$ cat config.mk
export PLATFORM = sky130hd
export DESIGN_NAME = dds_lut_sched
export DESIGN_NICKNAME = d
export VERILOG_FILES = /design/src/rtl/dds_pkg.sv /design/src/rtl/dds_phase_acc.sv /design/src/rtl/dds_lut_sched.sv
export SDC_FILE = /design/constraint.sdc
export NUM_CORES = 1
export LEC_CHECK = 0
export ABC_CLOCK_PERIOD_IN_PS = 4300
export CORE_MARGIN = 2
export CORE_UTILIZATION = 50
export CTS_CLUSTER_SIZE = 28
export DETAILED_ROUTE_END_ITERATION = 16
export GPL_ROUTABILITY_DRIVEN = 1
export PLACE_DENSITY = 0.7
export SLEW_MARGIN = 20
export SYNTH_ARGS = -nofsm -noshare
export SYNTH_HDL_FRONTEND = slang
export SYNTH_SLANG_ARGS = --single-unit
export TNS_END_PERCENT = 1
$ cat constraint.sdc
create_clock -name Fg_CLK -period 4.3 [get_ports Fg_CLK]
set_input_delay 0.43 -clock Fg_CLK [delete_from_list [all_inputs] [get_ports Fg_CLK]]
set_output_delay 0.43 -clock Fg_CLK [all_outputs]
set_load 0.01 [all_outputs]
$ cat src/rtl/dds_pkg.sv
// Shared types and constants for the two-channel DDS LUT sequencer.
package dds_pkg;

    localparam int unsigned DEF_PHASE_W = 24;
    localparam int unsigned DEF_ADDR_W  = 8;
    localparam int unsigned DEF_DATA_W  = 8;

    localparam logic CH_A = 1'b0;
    localparam logic CH_B = 1'b1;

    typedef enum logic [2:0] {IDLE, ACC, RD_A, RD_B, CAP} state_e;

endpackage

$ cat src/rtl/dds_phase_acc.sv
// One DDS channel: tuning-word register plus phase accumulator.
// With DDS_PHASE_SYNC_EN defined, an advance can restart the phase from zero.
module dds_phase_acc #(
    parameter int unsigned PHASE_W = 24
) (
    input  logic               Fg_CLK,
    input  logic               RESETn,
    input  logic               i_load,
    input  logic [PHASE_W-1:0] i_tune,
    input  logic               i_adv,
`ifdef DDS_PHASE_SYNC_EN
    input  logic               i_sync,
`endif
    output logic [PHASE_W-1:0] o_phase
);

    logic [PHASE_W-1:0] r_tune;
    logic [PHASE_W-1:0] r_phase;
    logic [PHASE_W-1:0] w_tune_eff;
    logic [PHASE_W-1:0] w_base;

    // A word loaded on the advance cycle takes effect in that same accumulation.
    assign w_tune_eff = i_load ? i_tune : r_tune;
`ifdef DDS_PHASE_SYNC_EN
    assign w_base = i_sync ? '0 : r_phase;
`else
    assign w_base = r_phase;
`endif

    always_ff @(posedge Fg_CLK or negedge RESETn) begin
        if (!RESETn) begin
            r_tune  <= '0;
            r_phase <= '0;
        end else begin
            if (i_load) r_tune <= i_tune;
            if (i_adv)  r_phase <= w_base + w_tune_eff;
        end
    end

    assign o_phase = r_phase;

endmodule

$ cat src/rtl/dds_lut_sched.sv
// Two-channel DDS sequencer sharing one synchronous LUT; config lands on sample boundaries.
// Optional phase-sync input is enabled by defining DDS_PHASE_SYNC_EN.
module dds_lut_sched
    import dds_pkg::*;
#(
    parameter int unsigned PHASE_W = DEF_PHASE_W,
    parameter int unsigned ADDR_W  = DEF_ADDR_W,
    parameter int unsigned DATA_W  = DEF_DATA_W
) (
    input  logic               Fg_CLK,
    input  logic               RESETn,
    input  logic               Ready,
    input  logic               Enable,
    input  logic               CfgValid,
    input  logic               CfgChan,
    input  logic [PHASE_W-1:0] CfgTuning,
    output logic               CfgReady,
    input  logic               OvrClr,
`ifdef DDS_PHASE_SYNC_EN
    input  logic               PhaseSync,
`endif
    output logic               LutRd,
    output logic [ADDR_W-1:0]  LutAddr,
    input  logic [DATA_W-1:0]  LutData,
    output logic [DATA_W-1:0]  ChA_Data,
    output logic [DATA_W-1:0]  ChB_Data,
    output logic               SampleValid,
    output logic               Busy,
    output logic               Overrun
);

    state_e             r_state, w_state_nxt;
    logic               w_strobe, w_acc, w_cfg_xfer, w_load_a, w_load_b, w_sync;
    logic               r_pend, r_pend_chan, r_apply;
    logic [PHASE_W-1:0] r_pend_word;
    logic [PHASE_W-1:0] w_phase_a, w_phase_b;
    logic [DATA_W-1:0]  r_shadow, r_cha, r_chb;
    logic               r_sv, r_ovr;

    assign w_strobe   = Ready & Enable;
    assign w_acc      = (r_state == ACC);
    assign w_cfg_xfer = CfgValid & ~r_pend;
    // Only a word that was pending before this sequence started gets applied.
    assign w_load_a   = w_acc & r_apply & (r_pend_chan == CH_A);
    assign w_load_b   = w_acc & r_apply & (r_pend_chan == CH_B);

    always_ff @(posedge Fg_CLK or negedge RESETn) begin
        if (!RESETn) r_state <= IDLE;
        else         r_state <= w_state_nxt;
    end

    always_comb begin
        w_state_nxt = r_state;
        unique case (r_state)
            IDLE:    if (w_strobe) w_state_nxt = ACC;
            ACC:     w_state_nxt = RD_A;
            RD_A:    w_state_nxt = RD_B;
            RD_B:    w_state_nxt = CAP;
            CAP:     w_state_nxt = IDLE;
            default: w_state_nxt = IDLE;
        endcase
    end

    always_ff @(posedge Fg_CLK or negedge RESETn) begin
        if (!RESETn) begin
            r_pend      <= 1'b0;
            r_pend_chan <= 1'b0;
            r_pend_word <= '0;
            r_apply     <= 1'b0;
        end else begin
            if (r_state == IDLE && w_strobe) r_apply <= r_pend;
            if (w_acc && r_apply)            r_pend  <= 1'b0;
            if (w_cfg_xfer) begin
                r_pend      <= 1'b1;
                r_pend_chan <= CfgChan;
                r_pend_word <= CfgTuning;
            end
        end
    end

`ifdef DDS_PHASE_SYNC_EN
    logic r_sync_req;

    always_ff @(posedge Fg_CLK or negedge RESETn) begin
        if (!RESETn) r_sync_req <= 1'b0;
        else         r_sync_req <= (r_sync_req & ~w_acc) | PhaseSync;
    end

    assign w_sync = r_sync_req & w_acc;
`else
    assign w_sync = 1'b0;
`endif

    dds_phase_acc #(.PHASE_W(PHASE_W)) u_acc_a (
        .Fg_CLK  (Fg_CLK),
        .RESETn  (RESETn),
        .i_load  (w_load_a),
        .i_tune  (r_pend_word),
        .i_adv   (w_acc),
`ifdef DDS_PHASE_SYNC_EN
        .i_sync  (w_sync),
`endif
        .o_phase (w_phase_a)
    );

    dds_phase_acc #(.PHASE_W(PHASE_W)) u_acc_b (
        .Fg_CLK  (Fg_CLK),
        .RESETn  (RESETn),
        .i_load  (w_load_b),
        .i_tune  (r_pend_word),
        .i_adv   (w_acc),
`ifdef DDS_PHASE_SYNC_EN
        .i_sync  (w_sync),
`endif
        .o_phase (w_phase_b)
    );

    always_comb begin
        LutRd   = 1'b0;
        LutAddr = '0;
        unique case (r_state)
            RD_A: begin
                LutRd   = 1'b1;
                LutAddr = w_phase_a[PHASE_W-1 -: ADDR_W];
            end
            RD_B: begin
                LutRd   = 1'b1;
                LutAddr = w_phase_b[PHASE_W-1 -: ADDR_W];
            end
            default: ;
        endcase
    end

    // LUT data lags the read by one cycle: A arrives in RD_B, B arrives in CAP.
    always_ff @(posedge Fg_CLK or negedge RESETn) begin
        if (!RESETn) begin
            r_shadow <= '0;
            r_cha    <= '0;
            r_chb    <= '0;
            r_sv     <= 1'b0;
            r_ovr    <= 1'b0;
        end else begin
            r_sv <= (r_state == CAP);
            if (r_state == RD_B) r_shadow <= LutData;
            if (r_state == CAP) begin
                r_cha <= r_shadow;
                r_chb <= LutData;
            end
            if (w_strobe && r_state != IDLE) r_ovr <= 1'b1;
            else if (OvrClr)                 r_ovr <= 1'b0;
        end
    end

    assign CfgReady    = ~r_pend;
    assign ChA_Data    = r_cha;
    assign ChB_Data    = r_chb;
    assign SampleValid = r_sv;
    assign Busy        = (r_state != IDLE);
    assign Overrun     = r_ovr;

endmodule

---- Word-level counts from Yosys, hierarchy flattened ----
Index checks and enable logic that the tools add are counted.
storage, ports and cells
  register bits ........................... 152
  latch bits .............................. 0
  memory bits (writable) .................. 0
  ROM bits ................................ 0
  input bits .............................. 39
  output and inout bits ................... 29
  logic and storage cells ................. 46
  memories kept ........................... 0
cells by class
  add/sub/neg operators ................... 2
  $mul .................................... 0
  div/mod/pow operators ................... 0
  $lt $le $gt $ge ......................... 0
  eq/ne operators ......................... 5
  shift-type cells ........................ 0
  muxes and demuxes ....................... 10
  bitwise operators ....................... 7
  reductions and logical operators ........ 8
operators by type and width
  cell                                                                    count
  24-bit adder                                                            2
  24-bit two-way mux                                                      2
  8-bit case mux with 2 select lines                                      1
  3-bit case mux with 4 select lines                                      1
  3-bit by 2-bit equality test with 1-bit output (second input constant)  2
  1-bit AND                                                               5
  1-bit two-way mux                                                       5
  2-bit nonzero test                                                      2
  3-bit by 1-bit equality test with 1-bit output (second input constant)  1
  3-bit equality test (second input constant)                             1
  1-bit logical AND                                                       3
  3-bit zero test                                                         1
  3-bit two-way mux                                                       1
  3-bit nonzero test                                                      1
  2-bit != test (second input constant)                                   1
  1-bit NOT                                                               2
  2-bit OR reduction                                                      1

---- Longest topological paths before layout ----
Gate-level depths: netlist of run 1.
  depth in word-level cells ............... 5
  mapped depth ............................ 17
  mapped depth without buffers ............ 15

---- Hierarchy ----
Synthesis of run 1 repeated with hierarchy kept, for this count alone.
unflattened totals
  cell total of the unflattened synthesis .. 712
  area total of the unflattened synthesis .. 8270.4 um2
by module, submodules not included
  module                    instances  cells an instance  area an instance (um2)  seq. area each (um2)
  dds_phase_acc at u_acc_b  1          296                3027.9                  1201.2
  dds_phase_acc at u_acc_a  1          266                2931.6                  1201.2
  dds_lut_sched             1          150                2311.0                  1401.3

---- Worst setup path before layout of run 1 ----
No wires, ideal clock.
  path kind ............................... reg2reg
  start ................................... register r_state[1]
  end ..................................... register u_acc_a.r_phase[23], in the netlist u_acc_a.o_phase[23]
  setup time .............................. 0.069 ns
  data arrival time ....................... 3.898 ns
  required time ........................... 4.231 ns
  slack ................................... 0.334 ns
  cell stages (with the launch flop) ...... 15
  path buffers ............................ 2
  period minus slack after synthesis ...... 3.966 ns
  path through ............................ dfrtp_1 clkbuf_1 nor3b_2 nand2_1 nor2_1 buf_2 mux2_2 ha_1 a2111o_1 a211oi_2 o31ai_4 a2111oi_2 or4_4 mux2_4 nand3_1
between the ends
  longest elaborated chain between the ends .. 5
ends and longest elaborated chain
  what                                            line                 source
  start, declared                                 dds_lut_sched.sv:32  state_e r_state, w_state_nxt;
  start signal, assigned                          dds_lut_sched.sv:49  else r_state <= w_state_nxt;
  3-bit by 1-bit equality test with 1-bit output  dds_lut_sched.sv:41  assign w_acc = (r_state == ACC);
  1-bit AND (2 in a row)                          dds_lut_sched.sv:44  assign w_load_a = w_acc & r_apply & (r_pend_chan == CH_A);
  24-bit two-way mux                              --
  net u_acc_a.w_tune_eff[8]                       dds_phase_acc.sv:19  logic [PHASE_W-1:0] w_tune_eff;
  24-bit adder                                    dds_phase_acc.sv:36  if (i_adv) r_phase <= w_base + w_tune_eff;
  end signal, assigned                            dds_phase_acc.sv:36
  end, declared                                   dds_phase_acc.sv:18  logic [PHASE_W-1:0] r_phase;
The timed path passes the listed nets, and every way through them passes these cells.
A chain may end at the register's enable or synchronous reset.

---- Worst setup path in the final report of run 1 ----
  start ................................... register r_state[1]
  end ..................................... register u_acc_a.r_phase[20], in the netlist u_acc_a.o_phase[20]
Same word-level chain as after synthesis.

==> flow_summary.ini, run 1 <==
[cells_and_area]
final_layout_size_suffix_gt1_share_pct = 19.3
n_antenna_cell = 0
layout.cells.most_common_list = sky130_fd_sc_hd__dfrtp_1, sky130_fd_sc_hd__mux2_2, sky130_fd_sc_hd__nand2_1
finalNonFillerCells = 1015
fill_cell_total_of_the_finished_layout = 1283
finalCoreUtilization_pct = 60.5
synthToLayoutAreaGrowth_pct = 19.4
layout.cell_area.non_filler_um2 = 9510
design.final.nets = 875
final_common_cell = sky130_fd_sc_hd__dfrtp_1

[logic_synthesis]
synth.yosys.seq_area_share_pct = 47.8
synth_compound_area_share_pct = 13.7
post_synth_inst_count = 717
number_of_nets_produced_by_synthesis = 806
synthSimpleGateAreaFrac_pct = 9.44
synth_async_sr_flop_share_pct = 100
synth_xor_xnor_area_share_pct = 3.63
syn_area_per_cell_um2 = 11.1
synth_area_leader_cell = sky130_fd_sc_hd__dfrtp_1
synth.lib_cells_used.distinct = 66
ys_seq_elements = 152
post_synth_main_area_contributors = sky130_fd_sc_hd__dfrtp_1, sky130_fd_sc_hd__mux2_2, sky130_fd_sc_hd__ha_1, sky130_fd_sc_hd__nand2_1, sky130_fd_sc_hd__a21oi_1
synthDominantCellAreaShare_pct = 47.8
synth.mux.area_fraction_pct = 15.0
syn_std_cell_area_um2 = 7970
ys_dominant_reg_cell = sky130_fd_sc_hd__dfrtp_1
synth_adder_area_share_pct = 8.04
synth_top_family_by_area = multiplexers
synthesis.yosys.warnings = 0
count_of_flip_flops_with_a_built_in_enable_after_synthesis = 0

[worst_setup_path]
critical_path.endpoint_type = flop
timing_worst_setup_path_type = flop to flop
crit_path_max_incr_delay_ns = 0.46
r2r_setup_slack_ns = 0.39
required_time_worst_endpoint_ns = 4.62
crit_path_frequent_cell = sky130_fd_sc_hd__o21ai_1
crit-reg2reg-capture = u_acc_a.o_phase[20]$_DFFE_PN0N_
worstPathArrival_ns = 4.23
crit_path_end = u_acc_a.o_phase[20]$_DFFE_PN0N_
slowest_stage = sky130_fd_sc_hd__dfrtp_1
worst_r2r_path_depth = 15
cp.buffers_inverters = 1
critPathMaxFanout = 7
cp.depth = 15
timing.critical_path.cells = nor3b_2 > nand2_1 > nor2_4 > mux2_2 > ha_1 > inv_1 > fa_1 > nor2b_1 > o21ai_1 > o22ai_1 > a211oi_1 > nor4_2 > o21ai_1 > o21ba_1 > o311ai_1
timing.critical_path.from_type = flop
worstSetupStartpoint = r_state[1]$_DFFE_PN0P_
worst_path_dominant_cell_family = compound AO/OA/AOI/OAI gates
rr_startpoint = r_state[1]$_DFFE_PN0P_

[die]
floorplan.die_area_um2 = 17000
die_w_um = 130
fp.coreArea_um2 = 15700
fp.dieH_um = 130
num_rows = 46
floorplan.initialDensity_pct = 50.7
io-pin-count = 68

[pwr]
leakage_power_figure_nw = 4.24
total_power_per_unit_cell_area_nw_per_um2 = 883
vdd_drop_max_v = 0.000438

[clock_tree]
number_of_clock_buffers_inserted_by_tritoncts = 17
insertion_delay_ns = 0.43
clock-root-buffer = sky130_fd_sc_hd__clkbuf_16
ctsHoldBuffers = 0
cts_tree = built
clock_tree.htree_level_count = 4
ctsResizeCount = 0
clock-sinks = 152
clock_pin_transition_on_the_worst_setup_and_hold_timing_paths_ns = 0.06
ctsLongestPathBuffers = 2
post_cts.repair.setup_buffers = 0

[timing]
slew_headroom_pct = 35.5
final-hold-violation-count = 0
final.setup.tns_ns = 0
final-setup-viol-count = 0
maxClockFrequency_mhz = 256
finalCritPeriodShare_pct = 90.9
grt_setup_unrepaired = no
holdWs_ns = 0.0504
timing.clock.skew_ns = 0.00967
worstMarginPinSlew_ns = 0.968
final_max_slew_viol_count = 0
final_period_demand_of_the_worst_path_ns = 3.91

[global_route]
track_usage_pct = 22.5
wire_length_of_the_first_global_routing_pass_um = 29400
number_of_antenna_violations_at_the_first_check_in_global_routing = 0
global_route.overflow_total = 0
maximum_number_of_pins_on_one_net_before_global_route_repair = 95
first_global_vias = 5839

[drt]
drc = 0
routed_wirelength_um = 17800
drt_pass1_iterations = 5
total_via_count_after_detailed_routing = 5684
wl_per_cell_um = 17.6
drtIter0Drc = 468
antenna_left = 0
avgViaCountPerCell = 5.60

[placed_design]
dp_hpwl_um = 12600
dpl-instance-area_um2 = 8890
routabilityCongestion = 0.910
instance_count_after_placement_with_tap_cells_included = 983
io_buffers = 67

[run]
maxCapViolCount = 0

[outcome]
run_status = finished clean

[hold_path]
hp-class = primary input to async pin
-- how the worst min path moves through the flow --
stage	to	depth (start not counted)
after CTS	ChB_Data[1]$_DFFE_PN0P_	1
after global placement	u_acc_b.o_phase[11]$_DFFE_PN0N_	2
after detailed placement	u_acc_b.o_phase[7]$_DFFE_PN0N_	2
after floorplan	ChA_Data[0]$_DFFE_PN0P_	0
after global routing	ChB_Data[1]$_DFFE_PN0P_	1
final	ChB_Data[1]$_DFFE_PN0P_	1
-- synthesized netlist by cell type (5+ instances only) --
cell / number
sky130_fd_sc_hd__nand3_1: 15
sky130_fd_sc_hd__clkbuf_1: 17
sky130_fd_sc_hd__o21ai_0: 29
sky130_fd_sc_hd__o21a_1: 5
sky130_fd_sc_hd__mux2i_1: 9
sky130_fd_sc_hd__o21ai_1: 25
sky130_fd_sc_hd__a21o_1: 13
sky130_fd_sc_hd__or3_1: 5
sky130_fd_sc_hd__xnor2_1: 15
sky130_fd_sc_hd__ha_1: 48
sky130_fd_sc_hd__nor3_1: 5
sky130_fd_sc_hd__xor2_1: 18
sky130_fd_sc_hd__nand2_1: 73
sky130_fd_sc_hd__a21oi_1: 37
sky130_fd_sc_hd__o31ai_1: 8
sky130_fd_sc_hd__dfrtp_1: 152
sky130_fd_sc_hd__mux2_2: 97
sky130_fd_sc_hd__nor2_1: 27
sky130_fd_sc_hd__inv_1: 24
sky130_fd_sc_hd__buf_1: 7
-- kinds of logic (layout without fill, tap and decap cells) --
group	count (synthesis)	after routing
fa+ha+maj	50	50
xor+xnor	33	33
buf+inv	51	133
flops	152	152
simple gates	159	159
mux	107	107
compound gates	165	165
-- worst reg2reg max path, stage by stage, from the launching register on --
cell and delay [ns]:
sky130_fd_sc_hd__dfrtp_1 0.46, sky130_fd_sc_hd__nor3b_2 0.21, sky130_fd_sc_hd__nand2_1 0.13, sky130_fd_sc_hd__nor2_4 0.23
sky130_fd_sc_hd__mux2_2 0.21, sky130_fd_sc_hd__ha_1 0.20, sky130_fd_sc_hd__inv_1 0.08, sky130_fd_sc_hd__fa_1 0.44
sky130_fd_sc_hd__nor2b_1 0.14, sky130_fd_sc_hd__o21ai_1 0.12, sky130_fd_sc_hd__o22ai_1 0.30, sky130_fd_sc_hd__a211oi_1 0.20
sky130_fd_sc_hd__nor4_2 0.40, sky130_fd_sc_hd__o21ai_1 0.22, sky130_fd_sc_hd__o21ba_1 0.22, sky130_fd_sc_hd__o311ai_1 0.25
-- registers in the layout (all words and copies together), names as in the netlist --
signal           cells
r_shadow             8
ChB_Data             8
r_pend_chan          1
r_pend               1
SampleValid          1
Overrun              1
r_pend_word         24
r_state              3
u_acc_a.r_tune      24
u_acc_a.o_phase     24
u_acc_b.o_phase     24
u_acc_b.r_tune      24
ChA_Data             8
r_apply              1
-- report_power, final --
group	leakage, nW	switching, mW	internal [mW]
Clock	0.286	0.608	0.932
Combinational	2.09	2.28	1.98
Sequential	1.86	0.477	2.12
Total	4.24	3.37	5.03
-- routing by layer --
layer / vias to the layer above / share of wire [%] / global-route usage [%]
li1: 2725 / - / -
met5: - / 0 / 0
met4: 0 / 1.8 / 7.34
met2: 126 / 47 / 35.9
met3: 34 / 3.6 / 5.04
met1: 2799 / 48 / 30.7
-- final cells by class --
cell class,instances,area (µm²),area share [%]
clock inverters,13,169,1.78
inverters,24,90.1,0.947
multi-input cells,514,3990,41.9
repair buffers,77,747,7.85
flip-flops and latches,152,3800,40.0
clock buffers,19,443,4.66
well taps,216,270,2.84
-- stage by stage --
| step | total power, mW | setup WS, ns |
|---|---|---|
| finish | 8.40 | 0.391 |
| global route | 9.04 | 0.00425 |
| CTS | 8.38 | 0.205 |
| detailed placement | 6.80 | 0.244 |
| global placement | 6.61 | 0.468 |
| floorplan | 5.60 | 0.334 |
Power figures use the tool's default switching activity.
==> inputs of run 2 (changes only) <==
--- a/config.mk
+++ b/config.mk
@@ -5,6 +5,7 @@
 export SDC_FILE = /design/constraint.sdc
 export NUM_CORES = 1
 export LEC_CHECK = 0
+export ABC_AREA = 1
 export ABC_CLOCK_PERIOD_IN_PS = 4300
 export CORE_MARGIN = 2
 export CORE_UTILIZATION = 50
@@ -12,6 +13,7 @@
 export DETAILED_ROUTE_END_ITERATION = 16
 export GPL_ROUTABILITY_DRIVEN = 1
 export PLACE_DENSITY = 0.7
+export SKIP_CTS_REPAIR_TIMING = 1
 export SLEW_MARGIN = 20
 export SYNTH_ARGS = -nofsm -noshare
 export SYNTH_HDL_FRONTEND = slang
==> run 2 against run 1 <==
  * Utilization down 1.2 points
  * Setup slack better by 0.45 ns
  * Hold slack better by 0.019 ns
  * Final cell count up 58%
  * Register-to-register slack better by 0.45 ns
  * Flip-flop and latch count unchanged
  * Power up 2.5%
  * Final area up 12%
  * Routed wire length up 28%
  * Largest power group unchanged
  * Fmax up 13%
  * Combinational power up 6.6%
==> flow_summary.ini, run 2 <==
[outcome]
run_status = finished clean

[global_route]
maximum_number_of_pins_on_one_net_before_global_route_repair = 100
global_route.overflow_total = 0
number_of_antenna_violations_at_the_first_check_in_global_routing = 0
wire_length_of_the_first_global_routing_pass_um = 38300
track_usage_pct = 24.5
first_global_vias = 7645

[cells_and_area]
final_common_cell = sky130_fd_sc_hd__nand2_1
synthToLayoutAreaGrowth_pct = 16.0
design.final.nets = 1451
n_antenna_cell = 0
finalNonFillerCells = 1604
layout.cells.most_common_list = sky130_fd_sc_hd__nand2_1, sky130_fd_sc_hd__inv_1, sky130_fd_sc_hd__dfrtp_1
finalCoreUtilization_pct = 59.3
final_layout_size_suffix_gt1_share_pct = 5.82

[logic_synthesis]
synth_area_leader_cell = sky130_fd_sc_hd__dfrtp_1
ys_dominant_reg_cell = sky130_fd_sc_hd__dfrtp_1
number_of_nets_produced_by_synthesis = 1385
synth.lib_cells_used.distinct = 35
syn_std_cell_area_um2 = 9190
count_of_flip_flops_with_a_built_in_enable_after_synthesis = 0
synthDominantCellAreaShare_pct = 41.4
syn_area_per_cell_um2 = 7.09
synth_async_sr_flop_share_pct = 100
most_numerous_cell_types_in_the_synthesized_netlist = sky130_fd_sc_hd__nand2_1, sky130_fd_sc_hd__inv_1, sky130_fd_sc_hd__dfrtp_1
synthesis.yosys.warnings = 0
ys_seq_elements = 152
post_synth_inst_count = 1296
synth.yosys.seq_area_share_pct = 41.4
synthMostInstantiatedCell = sky130_fd_sc_hd__nand2_1
post_synth_main_area_contributors = sky130_fd_sc_hd__dfrtp_1, sky130_fd_sc_hd__nand2_1, sky130_fd_sc_hd__inv_1, sky130_fd_sc_hd__ha_1, sky130_fd_sc_hd__nand3_1

[die]
io-pin-count = 68
num_rows = 49
die_w_um = 140
floorplan.initialDensity_pct = 51.1
floorplan.die_area_um2 = 19500
fp.coreArea_um2 = 18000
fp.dieH_um = 140

[timing]
slew_headroom_pct = 37.5
worstMarginPinSlew_ns = 0.937
finalCritPeriodShare_pct = 80.3
final_period_demand_of_the_worst_path_ns = 3.45
maxClockFrequency_mhz = 289
final_max_slew_viol_count = 0
final-hold-violation-count = 0
grt_setup_unrepaired = no
timing.clock.skew_ns = 0.00991
final-setup-viol-count = 0
final.setup.tns_ns = 0

[run]
maxCapViolCount = 0

[worst_setup_path]
required_time_worst_endpoint_ns = 4.57
crit-reg2reg-capture = u_acc_a.o_phase[16]$_DFFE_PN0N_
worstPathArrival_ns = 3.73
worst_r2r_path_depth = 18
timing_worst_setup_path_type = flop to flop
crit_path_end = u_acc_a.o_phase[16]$_DFFE_PN0N_
r2r_setup_slack_ns = 0.85
timing.critical_path.from_type = flop
critPathMaxFanout = 25
critical_path.endpoint_type = flop
worstSetupStartpoint = r_state[1]$_DFFE_PN0P_
rr_startpoint = r_state[1]$_DFFE_PN0P_

[pwr]
vdd_drop_max_v = 0.000360
p_clk_share_pct = 17.6
internal_power_consumption_mw = 4.68
power.share.combinational_pct = 52.8
power_frac_seq_pct = 29.6
total_switching_power_mw = 3.93
total_power_per_unit_cell_area_nw_per_um2 = 807
switch_share_pct = 45.6
leakage_power_figure_nw = 5.85

[drt]
drt_pass1_iterations = 5
drtIter0Drc = 602
routed_wirelength_um = 22800
avgViaCountPerCell = 5.02
route.met3.wl_um = 1350
wirelength_met1_um = 10900
antenna_left = 0
drc = 0
wl_per_cell_um = 14.2
total_via_count_after_detailed_routing = 8047
dr.max_layer_used = met4
met2WireLength_um = 10100

[clock_tree]
clock_pin_transition_on_the_worst_setup_and_hold_timing_paths_ns = 0.07
cts_tree = built
clock-sinks = 152
clock-root-buffer = sky130_fd_sc_hd__clkbuf_16
number_of_clock_buffers_inserted_by_tritoncts = 17
clock_tree.htree_level_count = 4
ctsLongestPathBuffers = 2
insertion_delay_ns = 0.43

[placed_design]
dp_hpwl_um = 16800
instance_count_after_placement_with_tap_cells_included = 1572
routabilityCongestion = 0.898
io_buffers = 67

[hold_path]
hp-class = primary input to async pin
[run 2: cell count changes in the layout (fill, tap and decap cells not counted), sizes merged, moves of 10 or more]
cell	change
a21o	-11
inv	+160
mux2	-75
nand2	+508
nand3	+57
nand3b	+10
nor2	+46
o21ai	-12
or2	+10
xnor2	-10
xor2	-15
[run 2: critical path, cell delays in order (launching register included)]
cell                      delay (ns)
sky130_fd_sc_hd__dfrtp_1        0.51
sky130_fd_sc_hd__nor2_4         0.22
sky130_fd_sc_hd__nand4_4        0.33
sky130_fd_sc_hd__inv_2          0.46
sky130_fd_sc_hd__nand2_1        0.09
sky130_fd_sc_hd__nand2_1        0.09
sky130_fd_sc_hd__ha_1           0.19
sky130_fd_sc_hd__inv_1          0.07
sky130_fd_sc_hd__fa_1           0.42
sky130_fd_sc_hd__inv_1          0.07
sky130_fd_sc_hd__nand3_1        0.08
sky130_fd_sc_hd__nand2_1        0.18
sky130_fd_sc_hd__nand2_1        0.07
sky130_fd_sc_hd__nand2_1        0.13
sky130_fd_sc_hd__nand3_1        0.11
sky130_fd_sc_hd__nand2_1        0.07
sky130_fd_sc_hd__nand2_1        0.04
sky130_fd_sc_hd__nand3_1        0.06
sky130_fd_sc_hd__o21ai_0        0.09
[run 2: metrics by stage]
step                total power [mW]  hold WS [ns]  worst slack [ns]  area (µm²)
finish                          8.60        0.0698             0.846       10700
floorplan                       5.74         0.134              1.64        9190
global route                    9.44         0.169             0.453       10700
detailed placement              7.04         0.465             0.918       10100
global placement                6.98         0.462             0.987       10100
CTS                             8.61         0.144             0.890       10700
[run 2: power groups by stage]
stage,logic [mW],registers (mW),clock network (mW)
after detailed placement,4.49,2.55,0
after floorplan,3.31,2.43,0
after CTS,4.53,2.54,1.53
after global routing,5.22,2.62,1.60
after global placement,4.43,2.55,0
final,4.54,2.54,1.52
[run 2: area by class of cell]
type | count | area, µm²
Timing Repair Buffer | 71 | 702
Fill cell | 1717 | 7310
Inverter | 184 | 692
Multi-Input combinational cell | 936 | 4580
Sequential cell | 152 | 3800
Clock inverter | 14 | 165
Tap cell | 229 | 287
Clock buffer | 18 | 429
[run 2: metal layers]
layer,vias to the layer above,GRT usage (%)
met5,-,0
met4,0,7.58
met3,33,4.06
met2,242,38.6
met1,3627,35.0
li1,4145,-
[run 2: how the worst min path moves through the flow]
stage	start	to	slack, ns	cells after the start
2_1_floorplan	RESETn	ChA_Data[0]$_DFFE_PN0P_	0.13	0
3_3_place_gp	ChB_Data[2]$_DFFE_PN0P_	ChB_Data[2]$_DFFE_PN0P_	0.46	2
3_5_place_dp	ChB_Data[2]$_DFFE_PN0P_	ChB_Data[2]$_DFFE_PN0P_	0.46	2
4_1_cts	RESETn	u_acc_a.o_phase[21]$_DFFE_PN0N_	0.14	1
5_1_grt	RESETn	u_acc_a.o_phase[21]$_DFFE_PN0N_	0.17	1
6_report	RESETn	u_acc_a.o_phase[21]$_DFFE_PN0N_	0.07	1
[run 2: logic make-up (layout without fill, tap and decap cells)]
| kind of cell | Yosys count | after routing | share of synthesized area (%) |
|---|---|---|---|
| compound gates | 89 | 89 | 5.26 |
| xor+xnor | 8 | 8 | 0.763 |
| fa+ha+maj | 50 | 50 | 6.97 |
| buf+inv | 208 | 287 | 8.77 |
| flops | 152 | 152 | 41.4 |
| mux | 23 | 23 | 2.82 |
| simple gates | 766 | 766 | 34.0 |
